--- src/rtl/cache_arbiter_if.sv ---
// Two-requester / single-cache bus bundle for cache_arbiter.
// slave = arbiter view, master = requesters plus cache environment.
interface cache_arbiter_if;
   logic        req0, req1;
   logic [31:0] addr0, addr1;
   logic [31:0] wdata0, wdata1;
   logic [3:0]  we0, we1;
   logic        ack0, ack1;
   logic [31:0] rdata0, rdata1;
   logic        err0, err1;
   logic [31:0] cache_address;
   logic [31:0] cache_data_in;
   logic [3:0]  cache_write_enable;
   logic [31:0] cache_data_out;
   logic        cache_data_out_ready;
   logic        cache_busy;

   modport slave (
      input  req0, req1, addr0, addr1, wdata0, wdata1, we0, we1,
      output ack0, ack1, rdata0, rdata1, err0, err1,
      output cache_address, cache_data_in, cache_write_enable,
      input  cache_data_out, cache_data_out_ready, cache_busy
   );

   modport master (
      output req0, req1, addr0, addr1, wdata0, wdata1, we0, we1,
      input  ack0, ack1, rdata0, rdata1, err0, err1,
      input  cache_address, cache_data_in, cache_write_enable,
      output cache_data_out, cache_data_out_ready, cache_busy
   );
endinterface

--- src/rtl/cache_arbiter.sv ---
// Round-robin arbiter of two requesters onto one cache port; req->ack in 3 cycles minimum.
// Holds off while cache_busy is high in IDLE; a stuck cache is aborted after TIMEOUT_CYCLES with err.
module cache_arbiter #(
   parameter int TIMEOUT_CYCLES = 4096
) (
   input logic          clk,
   input logic          rst,
   cache_arbiter_if.slave bus
);
   localparam int CNT_W = $clog2(TIMEOUT_CYCLES + 1);

   typedef enum logic [1:0] {IDLE, ISSUE, WAIT, DONE} state_t;

   state_t           state_q, state_d;
   logic             grant_q, grant_d;
   logic             last_grant_q, last_grant_d;
   logic [CNT_W-1:0] cnt_q, cnt_d;
   logic [31:0]      addr_q, addr_d;
   logic [31:0]      wdata_q, wdata_d;
   logic [3:0]       we_q, we_d;
   logic             ack0_q, ack0_d, ack1_q, ack1_d;
   logic             err0_q, err0_d, err1_q, err1_d;
   logic [31:0]      rdata0_q, rdata0_d, rdata1_q, rdata1_d;
   logic             pick;
   logic             done_ok;
   logic             timed_out;

   always_comb begin
      state_d      = state_q;
      grant_d      = grant_q;
      last_grant_d = last_grant_q;
      cnt_d        = cnt_q;
      addr_d       = addr_q;
      wdata_d      = wdata_q;
      we_d         = we_q;
      ack0_d       = 1'b0;
      ack1_d       = 1'b0;
      err0_d       = 1'b0;
      err1_d       = 1'b0;
      rdata0_d     = rdata0_q;
      rdata1_d     = rdata1_q;
      done_ok      = 1'b0;
      timed_out    = 1'b0;

      // On a tie the port that did not win last time takes the grant.
      if (bus.req0 && bus.req1) pick = ~last_grant_q;
      else                      pick = bus.req1;

      case (state_q)
         IDLE: begin
            if ((bus.req0 || bus.req1) && !bus.cache_busy) begin
               grant_d      = pick;
               last_grant_d = pick;
               addr_d       = pick ? bus.addr1  : bus.addr0;
               wdata_d      = pick ? bus.wdata1 : bus.wdata0;
               we_d         = pick ? bus.we1    : bus.we0;
               state_d      = ISSUE;
            end
         end
         ISSUE: begin
            cnt_d   = '0;
            state_d = WAIT;
         end
         WAIT: begin
            done_ok   = (we_q != 4'd0) ? !bus.cache_busy
                                       : (bus.cache_data_out_ready && !bus.cache_busy);
            timed_out = !done_ok && (cnt_q == CNT_W'(TIMEOUT_CYCLES - 1));
            if (done_ok || timed_out) begin
               state_d = DONE;
               we_d    = 4'd0;
               if (grant_q) begin
                  ack1_d = 1'b1;
                  err1_d = timed_out;
                  if (timed_out)         rdata1_d = 32'd0;
                  else if (we_q == 4'd0) rdata1_d = bus.cache_data_out;
               end else begin
                  ack0_d = 1'b1;
                  err0_d = timed_out;
                  if (timed_out)         rdata0_d = 32'd0;
                  else if (we_q == 4'd0) rdata0_d = bus.cache_data_out;
               end
            end else begin
               cnt_d = cnt_q + 1'b1;
            end
         end
         DONE: begin
            state_d = IDLE;
         end
         default: state_d = IDLE;
      endcase
   end

   always_ff @(posedge clk) begin
      if (rst) begin
         state_q      <= IDLE;
         grant_q      <= 1'b0;
         last_grant_q <= 1'b1;
         cnt_q        <= '0;
         addr_q       <= 32'd0;
         wdata_q      <= 32'd0;
         we_q         <= 4'd0;
         ack0_q       <= 1'b0;
         ack1_q       <= 1'b0;
         err0_q       <= 1'b0;
         err1_q       <= 1'b0;
         rdata0_q     <= 32'd0;
         rdata1_q     <= 32'd0;
      end else begin
         state_q      <= state_d;
         grant_q      <= grant_d;
         last_grant_q <= last_grant_d;
         cnt_q        <= cnt_d;
         addr_q       <= addr_d;
         wdata_q      <= wdata_d;
         we_q         <= we_d;
         ack0_q       <= ack0_d;
         ack1_q       <= ack1_d;
         err0_q       <= err0_d;
         err1_q       <= err1_d;
         rdata0_q     <= rdata0_d;
         rdata1_q     <= rdata1_d;
      end
   end

   assign bus.ack0               = ack0_q;
   assign bus.ack1               = ack1_q;
   assign bus.err0               = err0_q;
   assign bus.err1               = err1_q;
   assign bus.rdata0             = rdata0_q;
   assign bus.rdata1             = rdata1_q;
   assign bus.cache_address      = addr_q;
   assign bus.cache_data_in      = wdata_q;
   assign bus.cache_write_enable = we_q;
endmodule

--- src/flat_wrapper.sv ---
// flat-port wrapper written by rule: the top's interface ports become plain ports
module cache_arbiter_flat 
#(
   parameter int TIMEOUT_CYCLES = 4096
)
  (clk, rst, bus_req0, bus_req1, bus_addr0, bus_addr1, bus_wdata0, bus_wdata1, bus_we0, bus_we1, bus_ack0, bus_ack1, bus_rdata0, bus_rdata1, bus_err0, bus_err1, bus_cache_address, bus_cache_data_in, bus_cache_write_enable, bus_cache_data_out, bus_cache_data_out_ready, bus_cache_busy);
  cache_arbiter_if bus_i ();
  input logic clk;
  input logic rst;
  input wire logic [$bits(bus_i.req0)-1:0] bus_req0;
  input wire logic [$bits(bus_i.req1)-1:0] bus_req1;
  input wire logic [$bits(bus_i.addr0)-1:0] bus_addr0;
  input wire logic [$bits(bus_i.addr1)-1:0] bus_addr1;
  input wire logic [$bits(bus_i.wdata0)-1:0] bus_wdata0;
  input wire logic [$bits(bus_i.wdata1)-1:0] bus_wdata1;
  input wire logic [$bits(bus_i.we0)-1:0] bus_we0;
  input wire logic [$bits(bus_i.we1)-1:0] bus_we1;
  output wire logic [$bits(bus_i.ack0)-1:0] bus_ack0;
  output wire logic [$bits(bus_i.ack1)-1:0] bus_ack1;
  output wire logic [$bits(bus_i.rdata0)-1:0] bus_rdata0;
  output wire logic [$bits(bus_i.rdata1)-1:0] bus_rdata1;
  output wire logic [$bits(bus_i.err0)-1:0] bus_err0;
  output wire logic [$bits(bus_i.err1)-1:0] bus_err1;
  output wire logic [$bits(bus_i.cache_address)-1:0] bus_cache_address;
  output wire logic [$bits(bus_i.cache_data_in)-1:0] bus_cache_data_in;
  output wire logic [$bits(bus_i.cache_write_enable)-1:0] bus_cache_write_enable;
  input wire logic [$bits(bus_i.cache_data_out)-1:0] bus_cache_data_out;
  input wire logic [$bits(bus_i.cache_data_out_ready)-1:0] bus_cache_data_out_ready;
  input wire logic [$bits(bus_i.cache_busy)-1:0] bus_cache_busy;
  assign bus_i.req0 = bus_req0;
  assign bus_i.req1 = bus_req1;
  assign bus_i.addr0 = bus_addr0;
  assign bus_i.addr1 = bus_addr1;
  assign bus_i.wdata0 = bus_wdata0;
  assign bus_i.wdata1 = bus_wdata1;
  assign bus_i.we0 = bus_we0;
  assign bus_i.we1 = bus_we1;
  assign bus_ack0 = bus_i.ack0;
  assign bus_ack1 = bus_i.ack1;
  assign bus_rdata0 = bus_i.rdata0;
  assign bus_rdata1 = bus_i.rdata1;
  assign bus_err0 = bus_i.err0;
  assign bus_err1 = bus_i.err1;
  assign bus_cache_address = bus_i.cache_address;
  assign bus_cache_data_in = bus_i.cache_data_in;
  assign bus_cache_write_enable = bus_i.cache_write_enable;
  assign bus_i.cache_data_out = bus_cache_data_out;
  assign bus_i.cache_data_out_ready = bus_cache_data_out_ready;
  assign bus_i.cache_busy = bus_cache_busy;
  cache_arbiter #(.TIMEOUT_CYCLES(TIMEOUT_CYCLES)) u_core (.clk(clk), .rst(rst), .bus(bus_i));
endmodule
--- config.mk ---
export PLATFORM = sky130hd
export DESIGN_NAME = cache_arbiter_flat
export DESIGN_NICKNAME = d
export VERILOG_FILES = /design/src/rtl/cache_arbiter_if.sv /design/src/rtl/cache_arbiter.sv /design/src/flat_wrapper.sv
export SDC_FILE = /design/constraint.sdc
export NUM_CORES = 1
export LEC_CHECK = 0
export CORE_AREA = 2 2 121 123
export CTS_BUF_LIST = sky130_fd_sc_hd__clkbuf_4 sky130_fd_sc_hd__clkbuf_8 sky130_fd_sc_hd__clkbuf_16
export DETAILED_ROUTE_END_ITERATION = 16
export DIE_AREA = 0 0 123 125
export DONT_BUFFER_PORTS = 1
export GPL_TIMING_DRIVEN = 0
export SYNTH_ARGS = -nofsm -noshare
export SYNTH_HDL_FRONTEND = slang
export SYNTH_SLANG_ARGS = --single-unit
--- constraint.sdc ---
create_clock -name clk -period 2.6 [get_ports clk]
set_input_delay 0.52 -clock clk [delete_from_list [all_inputs] [get_ports clk]]
set_output_delay 0.52 -clock clk [all_outputs]
set_load 0.05 [all_outputs]
Word level (Yosys, flattened, before mapping):

Cells that the tools add are included.

* flip-flop bits (word level): 153
* output and inout port bits: 136

* $add $sub $neg: 1
* multiplexer cells: 17
* reductions and logical operators: 23
* equal/unequal tests: 7
* bitwise logic cells: 4

Operators with widths (number)
* $mux 32: 4
* $pmux 13 s2: 1
* $add 13x1->13 const B: 1
* $eq 13x12->1 const B: 1
* $mux 13: 1
* $mux 4: 3
* $pmux 2 s4: 1
* $pmux 4 s2: 1
* $reduce_and 4->1: 2
* $reduce_or 4->1: 2
* $reduce_and 2->1: 3
* $reduce_bool 2->1: 3
* $eq 2x2->1 const B: 2
* $logic_and 1x1->1: 4
* $logic_not 4->1: 1
* $mux 1: 4
* $mux 2: 2
* $ne 2x1->1 const B: 2
* $not 1->1: 4
* $reduce_bool 4->1: 1
* $reduce_and 3->1: 1
* $reduce_or 3->1: 1
* $eq 2x1->1 const B: 1
* $logic_not 1->1: 2
* 3 further kinds: 4

Longest topological paths before layout:

* depth in word-level cells: 8
* gate-level depth with buffers: 8

Worst setup path before layout:

No wires, ideal clock.

* kind: reg-to-reg
* start: register u_core.we_q[3], in the netlist u_core.bus.cache_write_enable[3]
* end: register u_core.rdata0_q[10], in the netlist u_core.bus.rdata0[10]
* library setup time: 0.120 ns
* cell stages (with the launch flop): 8
* data arrival time: 2.047 ns
* period minus slack after synthesis: 2.166 ns
* setup slack: 0.434 ns
* path through: dfxtp_1 or4_4 o21bai_4 mux2i_1 nand3b_1 buf_4 buf_6 mux2i_1

* longest elaborated chain between the ends: 6

Ends and longest elaborated chain
* from (decl): RTL line cache_arbiter.sv:20 `logic [3:0] we_q, we_d;`
* from (signal assigned): RTL line cache_arbiter.sv:115 `we_q <= we_d;`
* $reduce_bool 4->1: RTL line cache_arbiter.sv:65 `done_ok = (we_q != 4'd0) ? !bus.cache_busy`
* $mux 1: RTL line cache_arbiter.sv:65
* $logic_not 1->1: RTL line cache_arbiter.sv:67 `timed_out = !done_ok && (cnt_q == CNT_W'(TIMEOUT_CYCLES - 1));`
* $logic_and 1x1->1: RTL line cache_arbiter.sv:67
* $reduce_bool 2->1 (no source line) or $logic_or 1x1->1 (tied branches)
* $reduce_and 4->1 (no source line)
* to (signal assigned): RTL line cache_arbiter.sv:120 `rdata0_q <= rdata0_d;`
* to (decl): RTL line cache_arbiter.sv:23 `logic [31:0] rdata0_q, rdata0_d, rdata1_q, rdata1_d;`

Several ways; a longest one is shown, not always the timed one.
A chain may end at the register's enable or synchronous reset.

Worst setup path in the final report:

* start: register u_core.we_q[3], in the netlist u_core.bus.cache_write_enable[3]
* end: register u_core.rdata1_q[29], in the netlist u_core.bus.rdata1[29]

* longest elaborated chain between the ends: 6

Ends and longest elaborated chain
* $reduce_bool 4->1: RTL line cache_arbiter.sv:65
* $mux 1: RTL line cache_arbiter.sv:65
* $logic_not 1->1: RTL line cache_arbiter.sv:67
* $logic_and 1x1->1: RTL line cache_arbiter.sv:67
* $reduce_bool 2->1 (no source line) or $logic_or 1x1->1 (tied branches)
* $reduce_and 4->1 (no source line)
* to (signal assigned): RTL line cache_arbiter.sv:121 `rdata1_q <= rdata1_d;`
* to (decl): RTL line cache_arbiter.sv:23

Several ways; a longest one is shown, not always the timed one.

==> metrics.txt <==
crit-path max FO=10; Hold WS=0.269 ns; Power Dens Cells=1060 nW/µm²; routed length on met1=6.73 mm; Post-Route Utilization=51.8%; Filler cells=1340; slowest cell on the critical path=or4_4; met2 wire len=9.42 mm; FF-to-FF Start=u_core.bus.cache_write_enable[3]$_SDFFE_PP0P_; Post-Syn Area=6550 µm²; vias per cell=5.83; peak supply drop=0.542 mV; Reg clk slew, reported paths=0.06 ns; crit path launch=u_core.bus.cache_write_enable[3]$_SDFFE_PP0P_; most used cell, CP=mux2i_1; Buf/Inv on CP=1; footprint of the multi-input gates=3200 µm²; # clock sinks=153; largest net degree at the start of global routing=17; cts bufs inserted=17; Yosys reg bits=153; Die Ht=125 µm; first-pass GRT wire length=28.4 mm; status=complete, no violations; CTS max path bufs=2; Synth cell types=44; effective utilization at floorplan=46.1%; period utilization=93.6%; Required @ worst endpoint=2.94 ns; max-cap violation count=0; Placed Instances=873; Worst-Margin Slew=0.816 ns; CTS tree=built; WS Path Type=flop to flop; crit-path max cell delay=0.65 ns; # H-tree levels=4; post-route insts no fill=903; async set-reset flop share out of synthesis=0%; Reg2Reg Setup Slack=0.17 ns; # diodes=0; post-DP HPWL=14.2 mm; Finish-stage setup viols=0; met3 WL post-DR=1.73 mm; fin crit period=2.43 ns; hold path start=bus_cache_data_out[6]; Leakage=3.07 nW; Max Slew Vio Count=0; synth-to-layout area growth=12.2%; die width=123 µm; worst hold-check path type=input port to flop; critical-path cell list=or4_4, o21bai_4, mux2i_1, nand3_2, buf_4, mux2i_1; Arrival @ worst endpoint=2.78 ns; I/O Buffers=0; Cells after Synth=689; sequential share of the synthesized area=46.8%; Max-slew headroom=45.6%; skew final=0.00835 ns; share of layout cells above drive strength 1=7.23%; max frequency=411 MHz; GRT Total Usage=23.8%; 1st-iter DRT viols=232; YS warnings=0; final hold viol count=0; gr ovfl total=0; worst setup slack after layout=0.167 ns; critical path capture point type=flop; I/O pins=310; total number of vias=5262; RD Place Congestion=0.868; die area=15400 µm²; drt wl/cell=20.5 µm; Nets=886; Synth Area per Inst=9.50 µm²; max layer used=met4; final instance area=7350 µm²; Skew-Pair Late Insertion Delay=0.42 ns; top_reg_cell synth=dfxtp_1; DRC violations left=0; TritonRoute pass-1 iters=5; Rows=44; final WL=18.5 mm; number of flops mapped to enable cells by yosys=0; Root Buffer=clkbuf_16; Post-Route Setup TNS=0 ns; RSZ-0062 raised after global routing=no; sequential cell area=3060 µm²; number of global-route vias before repair=5301; Post-Syn Nets=867; initial antenna violation count=0; Core Box Area=14200 µm²; cell family contributing the most delay on the critical path=simple AND/OR/NAND/NOR gates; DRT antenna net count=0; Place WS=0.157 ns; Cell Area, Placed=6780 µm²; Power, Total=7.82 mW; startpoint types=flop
-- power breakdown --
group          internal [mW]  switching, mW
clock network           1.44          0.975
logic                  0.521          0.873
registers               2.68           1.33
total                   4.64           3.18
-- cell type report --
cell class | instances | area share (%)
multi-input combinational | 471 | 43.5
buffer | 58 | 3.61
tap | 184 | 3.13
sequential | 153 | 41.7
inverter | 7 | 0.357
clock buffer | 19 | 6.08
clock inverter | 11 | 1.69
-- cell families after synthesis --
kind of cell / Yosys count / synth area share (%)
adders and majority gates: 4 / 0.764
buffers and inverters: 65 / 4.43
muxes: 134 / 20.5
DFF: 153 / 46.8
and+or+nand+nor: 226 / 15.6
AOI/OAI and AO/OA: 107 / 11.9
-- final timing paths --
path	end	cells past startpoint
worst min-delay path	u_core.bus.rdata0[6]$_SDFFE_PP0P_	2
worst min register to register	u_core.last_grant_q$_SDFFE_PP1P_	2
worst max-delay path	u_core.bus.rdata1[29]$_SDFFE_PP0P_	6
worst max register to register	u_core.bus.rdata1[29]$_SDFFE_PP0P_	6
-- sequential cells by signal, summed over array words and instances, names as in the netlist --
| name | flops |
|---|---|
| u_core.bus.ack1 | 1 |
| u_core.bus.cache_address | 32 |
| u_core.state_q | 2 |
| u_core.bus.rdata1 | 32 |
| u_core.bus.ack0 | 1 |
| u_core.bus.cache_write_enable | 4 |
| u_core.grant_q | 1 |
| u_core.cnt_q | 13 |
| u_core.last_grant_q | 1 |
| u_core.bus.cache_data_in | 32 |
| u_core.bus.rdata0 | 32 |
| u_core.bus.err0 | 1 |
| u_core.bus.err1 | 1 |
-- repair_timing --
action / 4_1_cts / 5_1_grt
endpoints found under the setup margin: 0 / 1
setup buffers: 0 / 0
resized for setup: 0 / 2
hold buffers: 0 / 0
-- cells in the final DEF (no fill, tap or decap), types with 5 or more instances in the layout --
cell	n
mux2i_1	134
nand2_1	76
inv_1	7
buf_1	5
clkbuf_1	40
nor2_1	75
a21oi_1	11
a31oi_1	6
clkbuf_16	17
o21ai_0	7
nand3_1	42
dfxtp_1	153
o2bb2ai_1	5
buf_4	5
a211oi_1	65
-- cells in the mapped netlist (4+ instances only) --
master,number,area share (%)
nand3_1,42,3.2
a21oi_1,11,0.84
ha_1,4,0.76
buf_2,4,0.31
nor2_1,75,4.3
buf_4,5,0.57
a211oi_1,65,7.5
nand2_1,76,4.4
dfxtp_1,153,47
clkbuf_1,41,2.4
mux2i_1,134,20
inv_1,7,0.40
o2bb2ai_1,5,0.67
buf_1,5,0.29
a31oi_1,6,0.57
nand4_1,4,0.38
o21ai_0,7,0.53
nor3_1,4,0.31
-- metal layers --
layer,track usage [%],up-vias
met5,0,-
met4,10.2,0
met3,9.44,39
met2,41.5,236
met1,25.1,2484
li1,-,2503
(Power assumes the default switching activity.)
